$ cat config.mk
export PLATFORM = sky130hd
export DESIGN_NAME = id_ex_issue_ctrl
export DESIGN_NICKNAME = d
export VERILOG_FILES = /design/src/rtl/id_ex_issue_ctrl.sv
export SDC_FILE = /design/constraint.sdc
export NUM_CORES = 1
export LEC_CHECK = 0
export BUFFER_PORTS_ARGS = -buffer_cell sky130_fd_sc_hd__buf_4
export CAP_MARGIN = 20
export CORE_AREA = 3 3 40 42
export DETAILED_ROUTE_END_ITERATION = 6
export DIE_AREA = 0 0 43 45
export GPL_ROUTABILITY_DRIVEN = 0
export PLACE_DENSITY_LB_ADDON = 0.15
export SYNTH_ARGS = -nofsm -noshare
export SYNTH_HDL_FRONTEND = slang
export SYNTH_SLANG_ARGS = --single-unit
$ cat constraint.sdc
create_clock -name CLOCK -period 1.52 [get_ports CLOCK]
set_input_delay 0.076 -clock CLOCK [delete_from_list [all_inputs] [get_ports CLOCK]]
set_output_delay 0.076 -clock CLOCK [all_outputs]
set_load 0.02 [all_outputs]
$ cat src/rtl/id_ex_issue_ctrl.sv
// ID/EX issue control: load-use stall sequencing and branch flush for the ID/EX register.
// Define ISSUE_STATS_EN to build the saturating StallCycles/FlushEvents counters.
module id_ex_issue_ctrl #(
  parameter logic [1:0]  LOAD_SEL       = 2'b01,
  parameter int unsigned LOAD_USE_STALL = 1,
  parameter int unsigned STAT_W         = 16
) (
  input  logic       CLOCK,
  input  logic       RESET,
  input  logic [4:0] ID_RSAddr,
  input  logic [4:0] ID_RTAddr,
  input  logic       ID_UsesRS,
  input  logic       ID_UsesRT,
  input  logic       EX_RegWriteEN,
  input  logic [1:0] EX_Mem2RegSEL,
  input  logic [4:0] EX_DstAddr,
  input  logic       EX_BranchTaken,
  output logic       PCWriteEN,
  output logic       IFIDWriteEN,
  output logic       IFIDFlush,
  output logic       IDEXBubble,
  output logic       StallActive
`ifdef ISSUE_STATS_EN
  ,
  output logic [STAT_W-1:0] StallCycles,
  output logic [STAT_W-1:0] FlushEvents
`endif
);

  typedef enum logic {IDLE, STALL} state_e;

  localparam logic [1:0] CNT_INIT = 2'((LOAD_USE_STALL >= 2) ? (LOAD_USE_STALL - 2) : 0);

  if ((LOAD_USE_STALL < 1) || (LOAD_USE_STALL > 3) || (STAT_W < 1)) begin : g_bad_param
    $error("id_ex_issue_ctrl: LOAD_USE_STALL must be 1..3 and STAT_W >= 1");
  end

  state_e     state_q, state_d;
  logic [1:0] cnt_q, cnt_d;
  logic       haz;
  logic       stall_evt;
  logic       flush_evt;

  always_comb begin
    haz = EX_RegWriteEN && (EX_Mem2RegSEL == LOAD_SEL) && (EX_DstAddr != 5'd0) &&
          ((ID_UsesRS && (ID_RSAddr == EX_DstAddr)) ||
           (ID_UsesRT && (ID_RTAddr == EX_DstAddr)));

    state_d     = state_q;
    cnt_d       = cnt_q;
    PCWriteEN   = 1'b1;
    IFIDWriteEN = 1'b1;
    IFIDFlush   = 1'b0;
    IDEXBubble  = 1'b0;
    StallActive = 1'b0;
    stall_evt   = 1'b0;
    flush_evt   = 1'b0;

    // A taken branch wins in either state; in STALL it also aborts the sequence.
    if (EX_BranchTaken) begin
      IFIDFlush  = 1'b1;
      IDEXBubble = 1'b1;
      flush_evt  = 1'b1;
      state_d    = IDLE;
      cnt_d      = '0;
    end else if (state_q == STALL) begin
      PCWriteEN   = 1'b0;
      IFIDWriteEN = 1'b0;
      IDEXBubble  = 1'b1;
      StallActive = 1'b1;
      stall_evt   = 1'b1;
      if (cnt_q == 2'd0) begin
        state_d = IDLE;
      end else begin
        cnt_d = cnt_q - 2'd1;
      end
    end else if (haz) begin
      PCWriteEN   = 1'b0;
      IFIDWriteEN = 1'b0;
      IDEXBubble  = 1'b1;
      StallActive = 1'b1;
      stall_evt   = 1'b1;
      if (LOAD_USE_STALL > 1) begin
        state_d = STALL;
        cnt_d   = CNT_INIT;
      end
    end

    // Reset values appear on the outputs as soon as RESET falls, not at the next edge.
    if (!RESET) begin
      PCWriteEN   = 1'b0;
      IFIDWriteEN = 1'b0;
      IFIDFlush   = 1'b1;
      IDEXBubble  = 1'b1;
      StallActive = 1'b0;
    end
  end

  always_ff @(posedge CLOCK or negedge RESET) begin
    if (!RESET) begin
      state_q <= IDLE;
      cnt_q   <= '0;
    end else begin
      state_q <= state_d;
      cnt_q   <= cnt_d;
    end
  end

`ifdef ISSUE_STATS_EN
  logic [STAT_W-1:0] stall_cnt_q, stall_cnt_d;
  logic [STAT_W-1:0] flush_cnt_q, flush_cnt_d;

  always_comb begin
    stall_cnt_d = stall_cnt_q;
    flush_cnt_d = flush_cnt_q;
    if (stall_evt && (stall_cnt_q != '1)) stall_cnt_d = stall_cnt_q + 1'b1;
    if (flush_evt && (flush_cnt_q != '1)) flush_cnt_d = flush_cnt_q + 1'b1;
  end

  always_ff @(posedge CLOCK or negedge RESET) begin
    if (!RESET) begin
      stall_cnt_q <= '0;
      flush_cnt_q <= '0;
    end else begin
      stall_cnt_q <= stall_cnt_d;
      flush_cnt_q <= flush_cnt_d;
    end
  end

  assign StallCycles = stall_cnt_q;
  assign FlushEvents = flush_cnt_q;
`else
  logic unused_evt;
  assign unused_evt = stall_evt ^ flush_evt;
`endif

endmodule

[Word-level counts from Yosys, hierarchy flattened]
Index checks and enable logic that the tools add are counted.
Word-level totals
  register bits: 3
  bits in latches: 0
  RAM bits: 0
  memory bits (read-only): 0
  input port bits: 23
  output and inout port bits: 5
  logic and storage cells: 35
  memories: 0
Cells by class
  add/subtract/negate cells: 1
  multiply operators: 0
  divide/modulo/power cells: 0
  $lt $le $gt $ge: 0
  eq/ne operators: 4
  shift operators: 0
  muxes and demuxes: 18
  bitwise gates (word level): 0
  reduce and logical (&&, ||, !) cells: 10
Operators with widths (number)
  $mux W1: 15
  $eq A5 B5 Y1: 2
  $mux W2: 3
  $logic_and A1 B1 Y1: 5
  $reduce_bool A5 Y1: 1
  $eq A2 B1 Y1 const B: 1
  $logic_not A2 Y1: 1
  $ne A2 B2 Y1 const B: 1
  $reduce_and A2 Y1: 1
  $reduce_bool A2 Y1: 1
  $sub A2 B1 Y2 const B: 1
  $logic_or A1 B1 Y1: 1

[Longest topological paths before layout]
  depth in word-level cells: 8
  gate-level depth with buffers: 5
  gate-level depth less buffers: 5

[Least setup slack after synthesis]
OpenSTA, ideal clock, no wires.
  kind: input to output
  start point: input port EX_DstAddr[3]
  end point: output port PCWriteEN
  data arrival time: 1252 ps
  data required time: 1444 ps
  setup slack: 192 ps
  stages on the path: 5
  path buffers: 1
  cells stage by stage: xor2_1 -> nor4_2 -> a32oi_1 -> o311a_1 -> buf_4
On the way
  longest elaborated chain between the ends: 8
  elaborated cells between the ends (all ways): 12
  classes of those cells: 2 x eq/ne; 4 x mux; 6 x reduce/logical
RTL lines
  start, declared: RTL line 16  | input logic [4:0] EX_DstAddr,
  $eq A5 B5 Y1, on equally long branches: RTL line 46, 47
  $logic_and A1 B1 Y1, on equally long branches: RTL line 46, 47
  $logic_or A1 B1 Y1: RTL line 46  | ((ID_UsesRS && (ID_RSAddr == EX_DstAddr)) ||
  $logic_and A1 B1 Y1 *: RTL line 45  | haz = EX_RegWriteEN && (EX_Mem2RegSEL == LOAD_SEL) && (EX_DstAddr != 5'd0) &&
  $mux W1 * (4 in series)
  end, declared: RTL line 18  | output logic PCWriteEN,
Every way passes the cells marked *; elsewhere a longest branch is shown, timed or not.

[Final worst setup path]
  start point: input port EX_DstAddr[3]
  end point: output port PCWriteEN
On the way
  longest elaborated chain between the ends: 8
  elaborated cells between the ends (all ways): 12
  classes of those cells: 2 x eq/ne; 4 x mux; 6 x reduce/logical
RTL lines
  $eq A5 B5 Y1, on equally long branches: RTL line 46, 47
  $logic_and A1 B1 Y1, on equally long branches: RTL line 46, 47
  $logic_or A1 B1 Y1: RTL line 46
  $logic_and A1 B1 Y1 *: RTL line 45
  $mux W1 *: RTL line 77  | end else if (haz) begin
  $mux W1 *: RTL line 66  | end else if (state_q == STALL) begin
  $mux W1 *: RTL line 60  | if (EX_BranchTaken) begin
  $mux W1 *: RTL line 90  | if (!RESET) begin
Marks and branches as above.

==> results.py <==
metrics = {
    "synth": {
        "syn_nets": 62,
        "synth_edf_count": 0,
        "async_reset_ff_share_pct": 100,
        "synth_warnings": 0,
        "ys_seq_area_share_pct": 23.0,
        "synth_top_family_by_area": "XOR/XNOR gates",
        "synth_most_common_cell": "xor2_1",
        "synthAdderAreaFrac_pct": 3.83,
        "synth_seq_cells": 3,
        "yosys-top-cells-area": "dfrtp_1, xor2_1, xnor2_1",
        "syn_area_sq_um": 327,
        "synthFlopType": "dfrtp_1",
        "synth_xor_area_share_pct": 29.5,
        "netlist_instances": 38,
        "yosysTopAreaCellShare_pct": 23.0,
        "synthSimpleGateAreaFrac_pct": 25.7,
        "synth_compound_area_share_pct": 13.4,
        "synthTopCellsByCount": "xor2_1, nor2_1, dfrtp_1, xnor2_1",
        "synth_mux_area_share_pct": 0,
        "yosys.area.top_type": "dfrtp_1",
        "avgSynthCellArea_sq_um": 8.59,
        "synth_cell_types": 21,
    },
    "outcome": {
        "status": "completed",
    },
    "clock_network": {
        "clk_pin_slew_worst_paths_ps": 40,
        "cts.hold.buffers_added": 1,
        "postCtsResizedCells": 0,
        "cts_made_buffers": 3,
        "cts_max_level": 1,
        "clock-sinks": 3,
        "clk_latency_ps": 230,
        "cts-root-buf": "clkbuf_4",
        "post-cts-setup-buffers": 0,
        "clock_path_buffers": 2,
        "cts_tree": "built",
    },
    "floorplan": {
        "io_pins": 28,
        "die_w_microns": 43,
        "die_area_sq_um": 1940,
        "rows": 13,
        "core_area_sq_um": 1280,
        "initial_core_util_pct": 25.4,
        "die_h_microns": 45,
    },
    "power_and_ir_drop": {
        "peakVddDrop_v": 0.000413,
        "total_leakage_power_uw": 0.000265,
        "power_density_nw_per_um2": 561,
    },
    "route": {
        "dr.pass1.iters": 4,
        "dr.first_iter.drc_count": 1,
        "wl_per_cell_microns": 11.0,
        "avgViaCountPerCell": 4.39,
        "wl_microns": 920,
        "antenna_violating_nets_post_route": 0,
        "num_vias": 369,
        "drc_errors": 0,
    },
    "placement": {
        "pre_cts_ws_ps": 119,
        "port_buffers": 27,
        "post-dp-hpwl_microns": 799,
    },
    "setup_path": {
        "rr_endpoint": "cnt_q[1]",
        "r2r_slack_ps": 300,
        "critPathArrivalTime_ps": 1310,
        "cpLargestDelayFamily": "compound AO/OA/AOI/OAI gates",
        "rr_worst_depth": 5,
        "path_max_fanout": 3,
        "crit_top_cell": "buf_4",
        "cp.required_ps": 1440,
        "worst-path-buf-inv": 2,
        "rr_startpoint": "cnt_q[0]",
        "worst_path_max_delay_cell": "o311a_1",
        "crit_chain": "buf_4, xor2_1, nor4_2, a32oi_1, o311a_1, buf_4",
        "critPathLaunchType": "input pin",
        "crit_cells": 6,
        "worstSetupPathType": "input pin to output port",
        "end_kind": "output port",
        "max_stage_delay_ps": 370,
    },
    "final_layout": {
        "syn_to_final_growth_pct": 76.6,
        "drive_gt1_share_pct": 44.9,
        "antenna_cells": 0,
        "final_nets": 94,
        "filler_cell_count": 135,
    },
    "sta": {
        "finalMaxSlewViolations": 0,
        "fin_crit_sh_pct": 91.3,
        "setup_slack_ps": 132,
        "clock.fmax_mhz": 721,
        "finalSetupViolCount": 0,
        "tightest_slew_ps": 279,
        "rsz0062_at_grt": "no",
        "finalHoldViolCount": 0,
        "setup_tns_ps": 0,
        "fin_skew_ps": 2.47,
        "fin_crit_ps": 1390,
        "slew_headroom_pct": 81.3,
    },
    "min_path": {
        "min_delay_path_depth": 2,
        "holdPathEnd": "cnt_q[0]",
        "min_path_type": "input pin to flip-flop",
        "hp-start": "EX_BranchTaken",
    },
    "global_route": {
        "overflow": 0,
        "grt_max_degree": 8,
        "use_met1_pct": 8.01,
        "grt_pass1_wl_microns": 1470,
        "grt.busiest_layer": "met2",
        "grt_use_total_pct": 10.1,
        "use_met2_pct": 21.3,
        "grt_util_met3_pct": 3.19,
        "first_global_vias": 398,
        "grt_antenna_before_repair": 0,
    },
    "flow_run": {
        "max_cap_violations": 0,
    },
}
==> how the worst max path moves through the flow <==
| stage | start | to | slack [ps] |
|---|---|---|---|
| floorplan | EX_DstAddr[3] | PCWriteEN | 190 |
| global route | EX_DstAddr[3] | PCWriteEN | 60 |
| detailed placement | EX_DstAddr[3] | PCWriteEN | 120 |
| finish | EX_DstAddr[3] | PCWriteEN | 130 |
| CTS | EX_DstAddr[3] | PCWriteEN | 120 |
| global placement | EX_DstAddr[3] | PCWriteEN | 130 |
==> metal layers <==
layer | part of all wire [%] | wire, microns | vias to the layer above
li1 | - | - | 193
met1 | 33 | 308 | 166
met2 | 59 | 541 | 10
met3 | 7.5 | 69 | 0
met4 | 0 | 0 | 0
met5 | 0 | 0 | -
==> stage by stage <==
stage	utilization (%)	instance area [sq um]	hold WS, ps	total power [uW]	instances
2_1_floorplan	-	327	-220	122	38
3_3_place_gp	42.1	541	-118	188	79
3_5_place_dp	42.1	541	-118	188	79
4_1_cts	44.9	577	43.1	331	84
5_1_grt	44.9	577	46.5	347	84
6_report	44.9	577	46.1	324	84
==> final cells by class <==
| class | count | area [sq um] | area share (%) |
|---|---|---|---|
| flip-flops and latches | 3 | 75.1 | 13.0 |
| well taps | 15 | 18.8 | 3.25 |
| multi-input cells | 32 | 236 | 41.0 |
| repair buffers | 28 | 213 | 36.9 |
| clock buffers | 4 | 26.3 | 4.56 |
| inverters | 2 | 7.51 | 1.30 |
==> sequential cells by signal (all words and copies together), names as in the netlist <==
signal / flops
state_q: 1
cnt_q: 2
==> power breakdown <==
group	total, uW	internal, uW	switching, uW
clock network	136	98.2	37.8
registers	80.3	80.3	0.0000000000000754
logic	107	63.4	43.9
==> logic make-up after synthesis <==
logic type      count (synthesis)
compound gates                  6
simple gates                   14
flops                           3
xor+xnor                       11
buf+inv                         3
fa+ha+maj                       1
==> placed cells by master (no fill, tap or decap), types with 2 or more instances in the layout <==
cell type	count
dfrtp_1	3
nand2b_1	2
inv_1	2
xnor2_1	3
clkbuf_4	3
xor2_1	8
nor2_1	4
buf_4	27
nor2b_1	2
No activity file was read; power rests on OpenSTA's default activity.
